File: src/rtl/led_mode_ctl.sv
// Pushbutton front end for blinky: sync, debounce, short/long press classification, 2-bit colour mode.
// Define LED_MODE_AUTO_EN to add the idle auto-advance timer (port list is the same either way).
module led_mode_ctl #(
   parameter int unsigned DEBOUNCE_CYCLES = 480_000,
   parameter int unsigned LONG_CYCLES     = 24_000_000,
   parameter logic [1:0]  RESET_MODE      = 2'd1,
   parameter int unsigned AUTO_CYCLES     = 48_000_000
) (
   input  logic       clk,
   input  logic       reset_n,
   input  logic       btn_n,
   output logic       red_en,
   output logic       green_en,
   output logic [1:0] mode,
   output logic       mode_chg
);

   localparam int DB_W   = $clog2(DEBOUNCE_CYCLES) + 1;
   localparam int HOLD_W = $clog2(LONG_CYCLES) + 1;
   localparam logic [DB_W-1:0]   DB_LAST   = DB_W'(DEBOUNCE_CYCLES - 1);
   localparam logic [HOLD_W-1:0] HOLD_LAST = HOLD_W'(LONG_CYCLES - 1);

   if (DEBOUNCE_CYCLES < 2 || LONG_CYCLES <= DEBOUNCE_CYCLES || AUTO_CYCLES < 2) begin : g_bad_params
      $error("led_mode_ctl: illegal parameter combination");
   end

   typedef enum logic [1:0] {IDLE, HELD, LONGHELD} state_t;

   logic              sync1, sync2;
   logic [1:0]        warm;
   logic              armed;
   logic              pressed, sync_ok;
   logic              stable, stable_d;
   logic [DB_W-1:0]   db_cnt;
   logic              press_evt, release_evt;
   logic              auto_fire;
   state_t            state, state_nxt;
   logic [HOLD_W-1:0] hold_cnt, hold_nxt;
   logic [1:0]        mode_nxt;

   assign pressed = ~sync2;
   assign sync_ok = warm[1];

   // A press already held across reset is ignored until the button has been seen released once;
   // warm masks the two cycles in which the synchronizer still shows its reset value.
   // NOTE: sequential state uses non-blocking assignments so every flop samples pre-edge values.
   always_ff @(posedge clk or negedge reset_n) begin
      if (!reset_n) begin
         sync1 <= 1'b1;
         sync2 <= 1'b1;
         warm  <= '0;
         armed <= 1'b0;
      end else begin
         sync1 <= btn_n;
         sync2 <= sync1;
         warm  <= {warm[0], 1'b1};
         if (sync_ok && !pressed) armed <= 1'b1;
      end
   end

   always_ff @(posedge clk or negedge reset_n) begin
      if (!reset_n) begin
         stable   <= 1'b0;
         stable_d <= 1'b0;
         db_cnt   <= '0;
      end else begin
         stable_d <= stable;
         if (pressed == stable) begin
            db_cnt <= '0;
         end else if (db_cnt == DB_LAST) begin
            stable <= pressed;
            db_cnt <= '0;
         end else begin
            db_cnt <= db_cnt + 1'b1;
         end
      end
   end

   assign press_evt   =  stable & ~stable_d;
   assign release_evt = ~stable &  stable_d;

`ifdef LED_MODE_AUTO_EN
   localparam int AUTO_W = $clog2(AUTO_CYCLES) + 1;
   localparam logic [AUTO_W-1:0] AUTO_LAST = AUTO_W'(AUTO_CYCLES - 1);

   logic [AUTO_W-1:0] auto_cnt, auto_nxt;

   always_comb begin
      auto_nxt  = '0;
      auto_fire = 1'b0;
      if (state == IDLE && mode != 2'd0 && !press_evt) begin
         if (auto_cnt == AUTO_LAST) auto_fire = 1'b1;
         else                       auto_nxt  = auto_cnt + 1'b1;
      end
   end

   always_ff @(posedge clk or negedge reset_n) begin
      if (!reset_n) auto_cnt <= '0;
      else          auto_cnt <= auto_nxt;
   end
`else
   assign auto_fire = 1'b0;
`endif

   // NOTE: every always_comb output gets a default first, so no path can infer a latch.
   always_comb begin
      state_nxt = state;
      hold_nxt  = hold_cnt;
      mode_nxt  = mode;
      case (state)
         IDLE: begin
            hold_nxt = '0;
            if (press_evt) begin
               state_nxt = armed ? HELD : LONGHELD;
            end else if (auto_fire) begin
               mode_nxt = (mode == 2'd3) ? 2'd1 : mode + 2'd1;
            end
         end
         HELD: begin
            // Reaching the long threshold wins over a release seen in the same cycle.
            if (hold_cnt == HOLD_LAST) begin
               mode_nxt  = 2'd0;
               state_nxt = LONGHELD;
            end else if (release_evt) begin
               mode_nxt  = mode + 2'd1;
               state_nxt = IDLE;
            end else begin
               hold_nxt = hold_cnt + 1'b1;
            end
         end
         LONGHELD: begin
            if (release_evt) state_nxt = IDLE;
         end
         default: state_nxt = IDLE;
      endcase
   end

   always_ff @(posedge clk or negedge reset_n) begin
      if (!reset_n) begin
         state    <= IDLE;
         hold_cnt <= '0;
         mode     <= RESET_MODE;
         red_en   <= RESET_MODE[1];
         green_en <= RESET_MODE[0];
         mode_chg <= 1'b0;
      end else begin
         state    <= state_nxt;
         hold_cnt <= hold_nxt;
         mode     <= mode_nxt;
         red_en   <= mode_nxt[1];
         green_en <= mode_nxt[0];
         mode_chg <= (mode_nxt != mode);
      end
   end

endmodule
File: config.mk
export PLATFORM = sky130hd
export DESIGN_NAME = led_mode_ctl
export DESIGN_NICKNAME = d
export VERILOG_FILES = /design/src/rtl/led_mode_ctl.sv
export SDC_FILE = /design/constraint.sdc
export NUM_CORES = 1
export LEC_CHECK = 0
export CAP_MARGIN = 25
export CORE_MARGIN = 2
export CORE_UTILIZATION = 60
export DETAILED_ROUTE_END_ITERATION = 8
export PLACE_DENSITY = 0.81
export SLEW_MARGIN = 10
export SYNTH_ARGS = -nofsm -noshare
export SYNTH_HDL_FRONTEND = slang
export SYNTH_SLANG_ARGS = --single-unit
File: constraint.sdc
create_clock -name clk -period 2.6 [get_ports clk]
set_input_delay 0.52 -clock clk [delete_from_list [all_inputs] [get_ports clk]]
set_output_delay 0.52 -clock clk [all_outputs]
set_load 0.05 [all_outputs]
; ---- After elaboration in Yosys (flattened, before gate mapping)
; Cells that the tools add are included.
[classes]
add_sub_neg = 3
n_eq_ne = 9
mux = 13
n_bitwise = 6
reduce_logical = 5
[op_table]
columns = cell, count
row1 = two-way mux 26 bit, 2
row2 = case mux 26 bit (2 select lines), 1
row3 = two-way mux 20 bit, 2
row4 = "adder 26 x 1 -> 26 bit, second input constant", 1
row5 = "equality test 26 x 25 -> 1 bit, second input constant", 1
row6 = "adder 20 x 1 -> 20 bit, second input constant", 1
row7 = "equality test 20 x 19 -> 1 bit, second input constant", 1
row8 = two-way mux 2 bit, 7
row9 = "inequality test 2 bit, second input constant", 3
row10 = case mux 2 bit (3 select lines), 1
row11 = NOT 1 bit, 4
row12 = AND reduction 3 bit, 1
row13 = "adder 2 x 1 -> 2 bit, second input constant", 1
row14 = AND 1 bit, 2
row15 = "equality test 2 x 1 -> 1 bit, second input constant", 1
row16 = "equality test 2 bit, second input constant", 1
row17 = zero test 2 bit, 1
row18 = inequality test 2 bit, 1
row19 = AND reduction 2 bit, 1
row20 = nonzero test 2 bit, 1
row21 = equality test 1 bit, 1
row22 = logical AND 1 bit, 1
[totals]
register_bits = 60
inputBits = 3
output_inout_bits = 5
word_cells = 49

; ---- Depth between registers and ports, before layout
; Gate-level depths: netlist (run 1).
[logic_depth]
word_depth = 6
mapped_depth = 8
ltp_nobuf = 6

; ---- Worst setup path before layout (run 1)
; Ideal clock, no wire load.
[synth_path]
path_kind = register to register
from = reg hold_cnt[8]
to = reg hold_cnt[25]
arrival_time_ns = 1.974
required_ns = 2.477
slack_ns = 0.504
stages_incl_launch_ff = 7
synth_period_minus_slack_ns = 2.096
path_cell_list = dfrtp_1 nand4_1 or4_4 buf_6 or2_4 or4_4 mux2i_1
[synth_via]
elab_chain_len = 4
[synth_lines]
columns = element, line
row1 = from (decl), 38  ; logic [HOLD_W-1:0] hold_cnt, hold_nxt;
row2 = from (signal assigned), 148  ; hold_cnt <= hold_nxt;
row3 = adder 26 x 1 -> 26 bit, 128  ; hold_nxt = hold_cnt + 1'b1;
row4 = two-way mux 26 bit, 124  ; end else if (release_evt) begin
row5 = two-way mux 26 bit, 121  ; if (hold_cnt == HOLD_LAST) begin
row6 = case mux 26 bit (2 select lines), 110  ; case (state)
; Several ways; a longest one is shown, not always the timed one. The select of a mux whose other input is x is not followed.
; A chain may end at the register's enable or synchronous reset.

; ---- Worst setup path in the final report (run 1)
[layout_path]
from = reg mode[0]
to = out mode[0]
[layout_rtl]
columns = element, line
row1 = from (decl), 14  ; output logic [1:0] mode,
row2 = from (signal assigned), 149  ; mode <= mode_nxt;
; No word-level cell between the ends.

==> impl_metrics.json, run 1 <==
{
  "rows": 25,
  "grt_pass1_vias": 2234,
  "setup_viol": 0,
  "p_int_mw": 1.285,
  "max-cap-violations": 0,
  "worst_path_dominant_cell_family": "buffers and inverters",
  "gp_congestion": 0.8689,
  "synthArstFlopShare_pct": 100.0,
  "endpoint": "mode[0]",
  "pwr-share-seq_pct": 54.5,
  "critical_path_cell_count": 1,
  "vias": 2360,
  "fin_crit_sh_pct": 87.53,
  "dpl.cell_count": 372,
  "cp-start-kind": "flop",
  "synth-seq-cells": 58,
  "cp.required_ps": 2080,
  "critPathSlowestCell": "clkdlybuf4s50_1",
  "clockRootBuffer": "clkbuf_8",
  "min_path_type": "input pin to async pin",
  "drt_iter0_drc": 194,
  "grt_usage_pct": 25.52,
  "yosysTopAreaCell": "dfrtp_1",
  "yosysTopAreaCellShare_pct": 47.09,
  "crit_arrival_ps": 1760,
  "die_width_um": 73.80,
  "worstSetupPathType": "flop to output port",
  "yosysWarnings": 0,
  "outcome": "finished clean",
  "regToRegSetupSlack_ps": 380,
  "synth.distinct_cells": 49,
  "fin_total_pwr_mw": 1.679,
  "seq_area_frac_synth_pct": 49.79,
  "fin_tns_setup_ps": 0,
  "powerDensity_nw_per_um2": 516.2,
  "die_area_um2": 5446,
  "overflow": 0,
  "wire_per_inst_um": 15.47,
  "power.leakage_nw": 1.331,
  "cp_max_fo": 7,
  "htree_levels": 3,
  "grt_start_max_net_pins": 30,
  "max-slew-margin-rel_pct": 57.95,
  "worst_slew_pin_slew_ps": 625.9,
  "core_region_area_um2": 4723,
  "crit_start": "mode[0]$_DFF_PN1_",
  "rsz0062_at_grt": "false",
  "via_per_inst": 6.082,
  "cts_made_buffers": 9,
  "syn_nets": 307,
  "final_util_pct": 68.85,
  "antenna_cells": 0,
  "area_growth_pct": 11.26,
  "drive_gt1_share_pct": 12.77,
  "cts_sinks": 58,
  "place_area_um2": 3074,
  "min_period_ps": 2276,
  "fmax_mhz": 439.4,
  "grt_pass1_wl_um": 10290,
  "postRouteAntennaNets": 0,
  "syn-cell-area_um2": 2923,
  "port_buffers": 7,
  "hpwl_um": 4094,
  "start_util_pct": 61.88,
  "r2r-end": "hold_cnt[25]$_DFFE_PN0P_",
  "vdd_drop_max_uv": 442.8,
  "synth.avg_cell_area_um2": 9.678,
  "wl_um": 6001,
  "drcViolationCount": 0,
  "fin_skew_ps": 10.02,
  "end_kind": "output port",
  "cts_tree": "done",
  "cts.clk_slew.worst_paths_ps": 70,
  "io_pins": 8,
  "comb_power_share_pct": 2.0,
  "postSynthCellCount": 302,
  "r2r_start": "hold_cnt[8]$_DFFE_PN0P_",
  "clkPwrFrac_pct": 43.5,
  "critPathBufInv": 1,
  "netSwitchingFraction_pct": 23.46,
  "synthFlopType": "dfrtp_1",
  "max_stage_delay_ps": 820,
  "synth_common_cells": "dfrtp_1 (55), nor2_1 (32), nand2_1 (24)",
  "fin_nets": 321,
  "post-synth-top-count-cell": "dfrtp_1",
  "path_cells": "clkdlybuf4s50_1",
  "firstDrtPassIters": 4,
  "die-height_um": 73.80,
  "slew_violations": 0,
  "synth-edff-count": 0,
  "power_switching_mw": 0.3937,
  "antenna_found_initial": 0,
  "ctsLongestPathBuffers": 2,
  "synth_area_leaders": "dfrtp_1 (47%), nor2_1 (4.1%), xor2_1 (3.9%), nand3_1 (3.4%), nand2_1 (3.1%)",
  "postLayoutCellArea_um2": 3252,
  "hold_viol": 0,
  "final_cells": 388,
  "clkLatencyLatePin_ps": 340,
  "reg2reg_depth": 5
}
[worst min path at each step]
| stage | cells past startpoint | to | startpoint |
|---|---|---|---|
| after floorplan | 0 | armed$_DFFE_PN0P_ | reset_n |
| after global placement | 0 | warm[1]$_DFF_PN0_ | warm[0]$_DFF_PN0_ |
| after detailed placement | 0 | warm[1]$_DFF_PN0_ | warm[0]$_DFF_PN0_ |
| after CTS | 1 | state[1]$_DFFE_PN0P_ | reset_n |
| after global routing | 1 | armed$_DFFE_PN0P_ | reset_n |
| final | 1 | armed$_DFFE_PN0P_ | reset_n |
[cells in the final DEF (no fill, tap or decap), types with 3 or more instances in the layout]
cell,Yosys,final
dfrtp_1,55,55
nor4b_1,5,5
clkbuf_8,0,10
dfstp_2,3,3
xnor2_1,9,9
buf_4,2,8
nand2_1,24,24
nand2b_1,4,4
o211ai_1,4,4
o31ai_1,6,6
nor2_1,32,32
or4_1,4,4
and3_1,11,11
nand3_1,20,20
or2_2,3,3
xor2_1,13,13
nor4_1,4,4
clkinv_2,0,3
a21oi_1,16,16
o21ai_0,13,13
clkdlybuf4s50_1,0,6
or3_1,13,13
nand4_1,14,14
[metrics by stage]
step | hold WS, ps | worst slack (ps)
6_report | 179.8 | 324.2
5_1_grt | 231.3 | 234.1
4_1_cts | 192.6 | 168.8
3_5_place_dp | 347.8 | 189.7
3_3_place_gp | 336.2 | 305.8
2_1_floorplan | 224.4 | 503.5
[power by group through the flow]
stage	sequential [mW]	clock [mW]	combinational, mW
6_report	0.915	0.730	0.0328
3_5_place_dp	0.932	0	0.0343
4_1_cts	0.915	0.743	0.0343
2_1_floorplan	0.931	0	0.0101
5_1_grt	0.916	0.782	0.0392
3_3_place_gp	0.932	0	0.0337
[what timing repair did]
item | in CTS | in global routing
resized for setup | 0 | 1
buffers inserted | 0 | 0
hold buffers | 0 | 0
setup endpoints to repair | 0 | 3
[flip-flops by register name, summed over array words and instances, names as in the netlist]
signal and flops:
warm 2, mode_chg 1, stable_d 1, sync1 1, sync2 1, mode 2, db_cnt 20, hold_cnt 26
armed 1, stable 1, state 2
[cell families (layout without fill, tap and decap cells)]
kind of cell / after synthesis / in the layout / synth area share, %
adders and majority gates: 2 / 2 / 0.8560
AOI/OAI and AO/OA: 52 / 52 / 11.17
other: 1 / 1 / 0.1283
muxes: 1 / 1 / 0.3425
and+or+nand+nor: 152 / 152 / 28.72
xor gates and xnor gates: 22 / 22 / 6.593
DFF: 58 / 58 / 49.79
buffers and inverters: 14 / 33 / 2.397
[area by class of cell]
class	count	area, um2
multi-input cells	230	1409
inverters	2	7.507
clock inverters	5	30.03
repair buffers	15	125.1
clock buffers	11	141.4
flip-flops and latches	58	1455
fillers	365	1471
well taps	67	83.83
[metal layers]
layer  vias to the layer above  share of wire, %  track usage [%]  wire (um)
met5                         -                 0                0          0
met3                        20               5.0            5.350        301
met1                      1129                45            33.42       2713
li1                       1141                 -                -          -
met2                        70                46            38.39       2771
met4                         0               3.6            16.36        215
No activity file was read; power rests on OpenSTA's default activity.
==> run 2: changes to the inputs <==
Settings changed: TNS_END_PERCENT set to 100.
==> results of run 2 <==
No change in the layout: final DEF, timing and power equal those of run 1.
